**src/rtl/rv32i_types.sv**
```systemverilog
// Shared types for the memory-port arbiter: FSM states, requester ids, line width.
package rv32i_types;

   localparam int LINE_WIDTH = 256;

   typedef enum logic [2:0] {
      IDLE,
      SERVE_I,
      SERVE_D,
      RESP_I,
      RESP_D
   } arb_state_t;

   typedef enum logic {
      SRC_I,
      SRC_D
   } arb_src_t;

endpackage

```
**src/rtl/rr_arb2.sv**
```systemverilog
// Two-way round-robin picker; the caller owns the last_grant register.
module rr_arb2
   import rv32i_types::*;
(
   input  logic     req_i,
   input  logic     req_d,
   input  arb_src_t last_grant,
   output logic     grant_valid,
   output arb_src_t grant_src
);

   always_comb begin
      grant_valid = req_i | req_d;
      grant_src   = SRC_I;
      if (req_i && req_d) begin
         // A tie goes to whichever side did not win last time.
         grant_src = (last_grant == SRC_I) ? SRC_D : SRC_I;
      end else if (req_d) begin
         grant_src = SRC_D;
      end
   end

endmodule

```
**src/rtl/mem_arbiter.sv**
```systemverilog
// Shares one cacheline-adaptor port between icache and dcache, one line
// transaction at a time, with round-robin priority and registered responses.
module mem_arbiter #(
   parameter int LINE_WIDTH = rv32i_types::LINE_WIDTH,
   parameter int ADDR_WIDTH = 32
) (
   input  logic                  clk,
   input  logic                  rst,

   input  logic                  i_pmem_read,
   input  logic [ADDR_WIDTH-1:0] i_pmem_address,
   output logic [LINE_WIDTH-1:0] i_pmem_rdata,
   output logic                  i_pmem_resp,

   input  logic                  d_pmem_read,
   input  logic                  d_pmem_write,
   input  logic [ADDR_WIDTH-1:0] d_pmem_address,
   input  logic [LINE_WIDTH-1:0] d_pmem_wdata,
   output logic [LINE_WIDTH-1:0] d_pmem_rdata,
   output logic                  d_pmem_resp,

   output logic                  pmem_read,
   output logic                  pmem_write,
   output logic [ADDR_WIDTH-1:0] pmem_address,
   output logic [LINE_WIDTH-1:0] pmem_wdata,
   input  logic [LINE_WIDTH-1:0] pmem_rdata,
   input  logic                  pmem_resp
);

   import rv32i_types::*;

   arb_state_t            state_q;
   arb_src_t              last_grant_q;
   logic                  pmem_read_q;
   logic                  pmem_write_q;
   logic [ADDR_WIDTH-1:0] pmem_address_q;
   logic [LINE_WIDTH-1:0] pmem_wdata_q;
   logic [LINE_WIDTH-1:0] i_rdata_q;
   logic [LINE_WIDTH-1:0] d_rdata_q;
   logic                  i_resp_q;
   logic                  d_resp_q;

   logic                  grant_valid;
   arb_src_t              grant_src;

   rr_arb2 u_rr_arb2 (
      .req_i       (i_pmem_read),
      .req_d       (d_pmem_read | d_pmem_write),
      .last_grant  (last_grant_q),
      .grant_valid (grant_valid),
      .grant_src   (grant_src)
   );

   // The command registers double as the latched request: they are loaded on
   // grant and cleared on completion, so address/wdata read 0 outside SERVE.
   always_ff @(posedge clk or posedge rst) begin
      if (rst) begin
         state_q        <= IDLE;
         last_grant_q   <= SRC_I;
         pmem_read_q    <= 1'b0;
         pmem_write_q   <= 1'b0;
         pmem_address_q <= '0;
         pmem_wdata_q   <= '0;
         i_rdata_q      <= '0;
         d_rdata_q      <= '0;
         i_resp_q       <= 1'b0;
         d_resp_q       <= 1'b0;
      end else begin
         case (state_q)
            IDLE: begin
               if (grant_valid) begin
                  last_grant_q <= grant_src;
                  if (grant_src == SRC_D) begin
                     state_q        <= SERVE_D;
                     pmem_address_q <= d_pmem_address;
                     pmem_wdata_q   <= d_pmem_wdata;
                     // Read and write together is illegal; treat it as a write.
                     pmem_write_q   <= d_pmem_write;
                     pmem_read_q    <= ~d_pmem_write;
                  end else begin
                     state_q        <= SERVE_I;
                     pmem_address_q <= i_pmem_address;
                     pmem_wdata_q   <= '0;
                     pmem_write_q   <= 1'b0;
                     pmem_read_q    <= 1'b1;
                  end
               end
            end
            SERVE_I: begin
               if (pmem_resp) begin
                  state_q        <= RESP_I;
                  i_rdata_q      <= pmem_rdata;
                  i_resp_q       <= 1'b1;
                  pmem_read_q    <= 1'b0;
                  pmem_address_q <= '0;
                  pmem_wdata_q   <= '0;
               end
            end
            SERVE_D: begin
               if (pmem_resp) begin
                  state_q <= RESP_D;
                  if (pmem_read_q) begin
                     d_rdata_q <= pmem_rdata;
                  end
                  d_resp_q       <= 1'b1;
                  pmem_read_q    <= 1'b0;
                  pmem_write_q   <= 1'b0;
                  pmem_address_q <= '0;
                  pmem_wdata_q   <= '0;
               end
            end
            RESP_I, RESP_D: begin
               state_q  <= IDLE;
               i_resp_q <= 1'b0;
               d_resp_q <= 1'b0;
            end
            default: begin
               state_q        <= IDLE;
               pmem_read_q    <= 1'b0;
               pmem_write_q   <= 1'b0;
               pmem_address_q <= '0;
               pmem_wdata_q   <= '0;
               i_resp_q       <= 1'b0;
               d_resp_q       <= 1'b0;
            end
         endcase
      end
   end

   assign pmem_read    = pmem_read_q;
   assign pmem_write   = pmem_write_q;
   assign pmem_address = pmem_address_q;
   assign pmem_wdata   = pmem_wdata_q;
   assign i_pmem_rdata = i_rdata_q;
   assign i_pmem_resp  = i_resp_q;
   assign d_pmem_rdata = d_rdata_q;
   assign d_pmem_resp  = d_resp_q;

endmodule

```
**config.mk**
```make
export PLATFORM = sky130hd
export DESIGN_NAME = mem_arbiter
export DESIGN_NICKNAME = d
export VERILOG_FILES = /design/src/rtl/rv32i_types.sv /design/src/rtl/rr_arb2.sv /design/src/rtl/mem_arbiter.sv
export SDC_FILE = /design/constraint.sdc
export NUM_CORES = 1
export LEC_CHECK = 0
export CAP_MARGIN = 25
export CELL_PAD_IN_SITES_DETAIL_PLACEMENT = 1
export CELL_PAD_IN_SITES_GLOBAL_PLACEMENT = 1
export CORE_AREA = 8 8 537 539
export CTS_BUF_LIST = sky130_fd_sc_hd__clkbuf_16
export DETAILED_ROUTE_END_ITERATION = 10
export DIE_AREA = 0 0 545 547
export GPL_TIMING_DRIVEN = 0
export HOLD_SLACK_MARGIN = 0.05
export PLACE_DENSITY_LB_ADDON = 0.12
export SYNTH_ARGS = -nofsm -noshare
export SYNTH_HDL_FRONTEND = slang
export SYNTH_SLANG_ARGS = --single-unit
```
**constraint.sdc**
```tcl
create_clock -name clk -period 42 [get_ports clk]
set_input_delay 8.4 -clock clk [delete_from_list [all_inputs] [get_ports clk]]
set_output_delay 8.4 -clock clk [all_outputs]
set_load 0.02 [all_outputs]
```
==> metrics.md <==
| Metric | Value |
|---|---|
| Status | complete, no violations |
| Post-CTS Hold Buffers | 0 |
| Cells after synthesis | roughly 1800 |
| # DRC | 0 |
| Crit end category | async pin |
| Max incr delay on CP | approximately 0.5 ns |
| CP most frequent cell | buf_16 |
| RSZ-0062 raised after global routing | no |
| Final Worst Setup Slack | around 31 ns |
| CTS tree | done |
| Hold_sp | last_grant_q$_DFFE_PP0P_ |
| Post-synthesis sequential area ratio | 65.7% |
| Router iterations before antenna repair | 4 |
| Post-CTS setup buffer count | 0 |
| Origin of the critical flop-to-flop path | state_q[0]$_DFFE_PP0P_ |
| RR Endpoint | i_pmem_rdata[252]$_DFFE_PP0P_ |
| H-tree depth | 3 |
| Slowest stage cell, crit path | clkdlybuf4s50_1 |
| Min-delay worst type | flop to flop |
| Slew HR | between 40% and 50% |
| Count of final setup violators | 0 |
| Post-route ant nets | 0 |
| Async SR Flop Fraction | 100% |
| Pin count of the biggest net entering global routing | 104 |
| Syn. warnings | 0 |
| Core area | between 0.2 and 0.3 mm² |
| Placer Congestion | between 0.7 and 0.8 |
| Worst hold slack | roughly 0.48 ns |
| Syn nets | approximately 2400 |
| Placed cell count | ~6900 |
| Initial Util | a little over a tenth |
| Drt initial violations | between 700 and 800 |
| Static Leak | between 20 and 25 nW |
| CP Class | input pin to async pin |
| Main synth FF type | dfrtp_1 |
| Max Cap Viol | 0 |
| Cts bufs inserted | 118 |
| Count of filler cells inserted in the layout | between 30000 and 40000 |
| Count of cells resized by post-cts repair | 0 |
| Final instance area | between 0.05 and 0.06 mm² |
| CTS sink cnt | between 800 and 900 |
| DIE AREA | about 0.3 mm² |
| Post-Route WL | between 150 and 200 mm |
| Data required, critical path | 42.94 ns |
| Min cycle time layout | ~11 ns |
| Vias in the first global route | around 26000 |
| Maximum VDD drop | 0.0000359 V |
| Hold Path Stages | 1 |
| Top cells by area, synth | dfrtp_1 66%, mux2_4 11%, mux2_2 10% |
| Die H | 547 µm |
| Slew Limit Fails | 0 |
| Fin. Hold Viols | 0 |
| Clk_lat worst skew | around 0.83 ns |
| Die X | 545 µm |
| FF+latch count, synth | between 800 and 900 |
| Layout cells sized above 1 | a little under a quarter |
| Global route overflow | 0 |
| Worst Tran Pin Value | 0.881 ns |
| Yosys cell types | 30 |
| Overall Global Routing Usage | roughly an eighth |
| Register clock-pin slew on the reported worst setup and hold paths | around 0.06 ns |
| Fin crit share | 25.4% |
| Reg2Reg Setup Slack | a little under 40 ns |
| Most numerous cell in the Yosys netlist | dfrtp_1 |
| Hold endpoint | last_grant_q$_DFFE_PP0P_ |
| Via count | 22800 |
| Post-route insts no fill | 7179 |
| HPWL after DPL | about 160 mm |
| FF-to-FF path depth | 5 |
| Port Buffers | between 1000 and 1500 |
| CTS root buffer | clkbuf_16 |
| Critical path data arrival time | ~12 ns |
| DP Area | around 0.050 mm² |
| Mapped cell area | just over 0.03 mm² |
| Routed wire length per instance | roughly 28 µm |
| Post-synth EDFFs | 0 |
| Max Clk Rate | between 90 and 100 MHz |
| Fin nets | 3895 |
| Avg Cell Area, Syn | approximately 17 µm² |
| Crit Path Max Fanout | 90 |
| I/O Pins | 1386 |
| P per Cell Area | between 80 and 90 mW/mm² |
| Fin Setup TNS | 0 ns |
| First-pass GRT wire length | around 260 mm |
| Setup crit start kind | input pin |
| Rows | 195 |
| CP Cell Sequence | clkdlybuf4s50_1, inv_8, buf_16, buf_16, buf_16, buf_16, buf_16 |
| Area Overhead vs Synth | 72.8% |
| Commonest cells post-synth | 808 x dfrtp_1, 272 x mux2_2, 257 x a22o_1 |
| Place WS | slightly above 30 ns |
| Bufs on Longest Clock Path | 4 |
| Initial antenna violation count | 121 |
| Share of the synthesized area in the top cell type | 65.7% |
| Vias per Instance | around 3.2 |
| Clk_skew | roughly 0.039 ns |
| Synth area leader | dfrtp_1 |
==> state kept, by name, indices dropped and copies added, names as in the netlist <==
signal and count:
last_grant_q 1, state_q 3, pmem_write 1, d_pmem_rdata 256, pmem_wdata 256, pmem_address 32
d_pmem_resp 1, i_pmem_rdata 256, pmem_read 1, i_pmem_resp 1
==> cells by family (layout without fill, tap and decap cells) <==
family / Yosys count / count (layout) / synth area share, %
buf+inv: 128 / 1730 / 2.85
simple gates: 14 / 14 / 0.374
flops: 808 / 808 / 65.7
other cells: 0 / 35 / 0
mux: 544 / 544 / 22.5
compound gates: 305 / 305 / 8.54
==> cells in the final DEF, fill, tap and decap left out, types with 3 or more instances in the layout <==
cell / n
diode_2: 35
clkdlybuf4s50_1: 1385
mux2_1: 18
clkinv_2: 15
o2bb2ai_1: 32
clkbuf_16: 119
a21oi_1: 6
bufinv_16: 4
buf_2: 52
buf_4: 34
nor3_1: 3
mux2_4: 222
a22o_1: 257
inv_1: 25
clkinv_1: 38
o21ai_0: 3
mux2i_1: 32
dfrtp_1: 808
clkbuf_1: 13
mux2_2: 272
buf_16: 9
buf_6: 27
==> power breakdown <==
| group | total (mW) | switching, mW | internal, mW | leakage, nW |
|---|---|---|---|---|
| combinational | 2.37 | 1.27 | 1.10 | 10.5 |
| sequential | 1.39 | 0.226 | 1.17 | 10.1 |
| clock | 0.934 | 0.403 | 0.531 | 1.81 |
| total | 4.70 | 1.90 | 2.80 | 22.4 |
==> metrics by stage <==
step,power [mW],utilization (%)
2_1_floorplan,2.45,-
3_3_place_gp,3.86,17.6
3_5_place_dp,3.86,17.7
4_1_cts,4.85,18.9
5_1_grt,4.97,18.9
6_report,4.70,19.0
==> worst max-delay path: cells and delay by family <==
kind                   cells  cell delay, ns
buffers and inverters      7            2.76
==> worst max path at each step <==
stage | endpoint | from | cells after the start | slack, ns
after floorplan | d_pmem_rdata[0]$_DFFE_PP0P_ | rst | 1 | 10.91
after global placement | i_pmem_rdata[113]$_DFFE_PP0P_ | rst | 2 | -6.09
after detailed placement | i_pmem_rdata[136]$_DFFE_PP0P_ | pmem_resp | 6 | 30.26
after CTS | i_pmem_rdata[239]$_DFFE_PP0P_ | pmem_resp | 6 | 31.16
after global routing | d_pmem_rdata[252]$_DFFE_PP0P_ | rst | 7 | 30.97
final | d_pmem_rdata[252]$_DFFE_PP0P_ | rst | 7 | 31.32
==> layout make-up <==
cell class	instances	area (µm²)	area share [%]
diodes	35	87.6	0.165
plain buffers	126	868	1.63
clock buffers	119	2980	5.60
clock inverters	89	519	0.977
inverters	2	15.0	0.0282
multi-input cells	863	9670	18.2
flip-flops and latches	808	20200	38.0
well taps	3743	4680	8.81
repair buffers	1394	14100	26.5
==> layer usage <==
| layer | track usage [%] | part of all wire (%) | vias up |
|---|---|---|---|
| met2 | 22.1 | 49 | 1087 |
| met4 | 4.90 | 4.3 | 138 |
| li1 | - | - | 9749 |
| met1 | 12.7 | 34 | 11500 |
| met3 | 7.46 | 13 | 392 |
| met5 | 0 | 0.47 | - |
Power figures use the tool's default switching activity.
==> RTL change 1 (same settings) <==
Change the package constant `LINE_WIDTH` from 256 to 128.
--- a/src/rtl/rv32i_types.sv
+++ b/src/rtl/rv32i_types.sv
@@ -1,7 +1,7 @@
 // Shared types for the memory-port arbiter: FSM states, requester ids, line width.
 package rv32i_types;
 
-   localparam int LINE_WIDTH = 256;
+   localparam int LINE_WIDTH = 128;
 
    typedef enum logic [2:0] {
       IDLE,
Interface: changed (5 resized); port bits go from 1386 to 746. The function was not compared with the original's and may differ.
==> RTL change 1 against the unedited design <==
Clock power down 48%; synthesized area decreased by 47%; utilization down 8.1 points; fmax rose by 0.69%; setup slack gained 0.074 ns; largest cell class unchanged; global-route usage decreased by 6.4 points; design area down 43%; highest routed layer unchanged; sequential cell count is 384 lower; critical endpoint is now i_pmem_rdata[111]; total power fell by 48%; via count fell by 46%; routed wire length fell by 50%.
==> RTL change 1: results (changes against the unedited design) <==
status: completed
Max clock buf depth: 3 (-1)
metal1 wirelength: 37,600 um (-44%)
r2r setup slk: 39.21 ns (+0.08 ns)
peak supply drop: 0.0303 mV (-16%)
WL met2: 44,800 um (-54%)
Worst R2R Start: state_q[2]
post-route minimum period: 10.60 ns (-0.0736 ns)
HPWL Detailed: 81,000 um (-50%)
routability cong.: 0.716 (-4.9%)
Avg Vias per Cell: 2.19 (-31%)
crit path launch: pmem_resp
post-place setup slack: 30.42 ns (+0.160 ns)
CTS H-tree lvls: 2 (-1)
Max-slew headroom: 0.422 (+0.0121)
grt met1 use: 0.0697 (-0.0573)
placed instance count: 5,467 (-21%)
wire length of the first global-routing pass: 134,000 um (-49%)
synth unique cells: 29 (-3.3%)
Worst Path Class, Setup: in -> reg
Post-Route WL: 100,000 um (-50%)
CTS resizes: 0 (unchanged)
global-route met2 utilization: 0.103 (-0.118)
Commonest cells post-synth: 424 x dfrtp_1, 136 x mux2_2, 129 x a22o_1
Lkg Pwr: 11.9 nW (-47%)
vias in the first global route: 14,200 (-45%)
Clock Latency Late Sink: 0.68 ns (-0.15 ns)
initial antenna violation count: 58 (-52%)
met3 routed WL: 14,900 um (-41%)
Total GRT Usage: 0.0648 (-0.0635)
worst-path fanout max: 10 (-89%)
clk_skew: 0.0241 ns (-0.0145 ns)
Max stage delay on crit path: 0.70 ns (+0.20 ns)
starting DRC count in detailed routing: 357 (-55%)
post-synthesis mux area share: 0.224 (-0.00138)
fill cell count: 32,200 (+3.8%)
Nets: 2,113 (-46%)
layout cell share with drive strength beyond 1: 0.217 (-0.00832)
sequential share of the synthesized area: 0.649 (-0.00808)
compound-cell area share of the yosys netlist: 0.0924 (+0.00699)
post-synthesis net count: 1,300 (-45%)
Avg Inst Size Synth: 16.8 um2 (-1.9%)
synth top area cells: dfrtp_1 65%, mux2_4 11%, mux2_2 9.4%
Port Buffers: 745 (-46%)
RTL change 1: changes by cell type after synthesis, moves of 2 or more:
| cell | delta |
|---|---|
| a22o_1 | -128 |
| buf_2 | -21 |
| buf_4 | -22 |
| buf_6 | -12 |
| clkbuf_1 | -2 |
| dfrtp_1 | -384 |
| mux2_1 | -18 |
| mux2_2 | -136 |
| mux2_4 | -102 |
RTL change 1: worst min path at each step:
stage,startpoint,end,slack [ns],cells after the start
global route,last_grant_q,last_grant_q,0.50,1
detailed placement,state_q[2],state_q[2],0.47,1
finish,last_grant_q,last_grant_q,0.48,1
CTS,last_grant_q,last_grant_q,0.49,1
floorplan,last_grant_q,last_grant_q,0.45,1
global placement,pmem_address[2],pmem_address[2],0.47,1
RTL change 1: final cells by class:
class,instances,area share
Clock inverter,52,0.00916
Buffer,69,0.0149
Antenna cell,15,0.00123
Timing Repair Buffer,750,0.249
Multi-Input combinational cell,479,0.173
Inverter,2,0.000493
Sequential cell,424,0.348
Tap cell,3743,0.154
Clock buffer,61,0.0501
RTL change 1: metrics by stage:
step / utilization / instance area [um2] / hold WS (ns)
after CTS: 0.109 / 30400 / 0.490
after detailed placement: 0.102 / 28600 / 0.473
after floorplan: - / 16300 / 0.450
after global routing: 0.109 / 30400 / 0.504
final: 0.109 / 30500 / 0.484
after global placement: 0.102 / 28500 / 0.473
RTL change 1: power breakdown:
part           internal (mW)  switching, mW
clock                  0.272          0.215
combinational          0.575          0.649
sequential             0.611          0.124
total                   1.46          0.988
==> RTL change 2 (config.mk and constraints unchanged) <==
Made on the original files. Reset style: synchronous (`rst`), changed in one clocked block.
--- a/src/rtl/mem_arbiter.sv
+++ b/src/rtl/mem_arbiter.sv
@@ -53,7 +53,7 @@
 
    // The command registers double as the latched request: they are loaded on
    // grant and cleared on completion, so address/wdata read 0 outside SERVE.
-   always_ff @(posedge clk or posedge rst) begin
+   always_ff @(posedge clk) begin
       if (rst) begin
          state_q        <= IDLE;
          last_grant_q   <= SRC_I;
Function: not settled (the Yosys comparison gave no result); the edit may change what the design does.
==> RTL change 2 against the unedited design <==
Design area down 7.7%; worst hold slack lost 0.031 ns; routed wire length up 16%; setup slack better by 0.026 ns; synthesized cell count up 64%; sequential cell count did not move; synthesized area is 12% lower; critical endpoint is now pmem_wdata[6]; largest cell class unchanged.
Power is not compared: it rests on default switching activity, and its combinational part moved more than twofold at a synthesized area within 25%.
==> RTL change 2: results (changes against the unedited design) <==
status: completed
synth unique cells: 36 (+20%)
Hold Path Depth: 2 (+1)
R2R depth: 7 (+2)
largest net degree at the start of global routing: 17 (-84%)
Hold WS: 0.452 ns (-0.0313 ns)
FFs w/ async S/R, synth: 0 (-1.00)
Max-slew headroom: 0.321 (-0.0889)
fill cell count: 32,400 (+4.4%)
layout cell share with drive strength beyond 1: 0.0608 (-0.165)
HPWL Detailed: 192,000 um (+18%)
Post-Layout Cell Count: 8,310 (+16%)
routability cong.: 0.842 (+12%)
CP Capture Point: pmem_wdata[6]
worst-path fanout max: 2 (-98%)
compound-cell area share of the yosys netlist: 0.192 (+0.107)
sequential share of the synthesized area: 0.601 (-0.0568)
Avg Vias per Cell: 3.41 (+7.1%)
synth top area cells: dfxtp_1 60%, nand2_1 14%, a21oi_1 9.6%
placed instance count: 8,082 (+17%)
Gate Count Post-Synth: 2,955 (+64%)
CTS Buf Count: 117 (-0.85%)
initial antenna violation count: 107 (-12%)
clk_skew: 0.0406 ns (+0.00191 ns)
r2r setup slk: 39.14 ns (about the same)
RR Endpoint: i_pmem_rdata[121]
Hold Path Sink: i_pmem_rdata[145]
post-synthesis mux area share: 0.0119 (-0.213)
-- RTL change 2: cell types whose count changed after synthesis, sizes merged, moves of 7 or more --
cell    unedited run  this run
mux2             512         0
clkbuf            13       107
dfxtp              0       808
nand2              3      1028
nor2               2         9
dfrtp            808         0
buf              113       137
a21oi              6       516
-- RTL change 2: layer usage --
metal / global-route usage / vias up / share of wire
met5: 0 / - / 0.0021
met4: 0.0257 / 74 / 0.018
met3: 0.0745 / 305 / 0.11
met2: 0.244 / 1137 / 0.46
met1: 0.171 / 13700 / 0.41
li1: - / 13100 / -
-- RTL change 2: power by group through the flow --
| stage | clock (mW) | combinational [mW] | sequential, mW |
|---|---|---|---|
| finish | 0.945 | 0.394 | 0.843 |
| global route | 1.02 | 0.418 | 0.848 |
| CTS | 0.998 | 0.405 | 0.843 |
| detailed placement | 0 | 0.403 | 0.859 |
| global placement | 0 | 0.404 | 0.858 |
| floorplan | 0 | 0.0923 | 0.905 |
-- RTL change 2: final cells by class --
| class | instances | area [um2] | share of cell area |
|---|---|---|---|
| Sequential cell | 808 | 16200 | 0.330 |
| Timing Repair Buffer | 1384 | 13900 | 0.283 |
| Multi-Input combinational cell | 1902 | 9530 | 0.194 |
| Tap cell | 3743 | 4680 | 0.0955 |
| Clock buffer | 117 | 2930 | 0.0597 |
| Buffer | 244 | 1220 | 0.0250 |
| Clock inverter | 82 | 542 | 0.0110 |
| Antenna cell | 29 | 72.6 | 0.00148 |
| Inverter | 1 | 3.75 | 0.0000766 |
-- RTL change 2: per-stage QoR --
step | setup slack, ns | area, um2
after CTS | 31.28 | 49000
after global routing | 31.30 | 49000
after detailed placement | 30.82 | 45500
after global placement | 30.57 | 45500
final | 31.35 | 49000
after floorplan | 32.34 | 26900
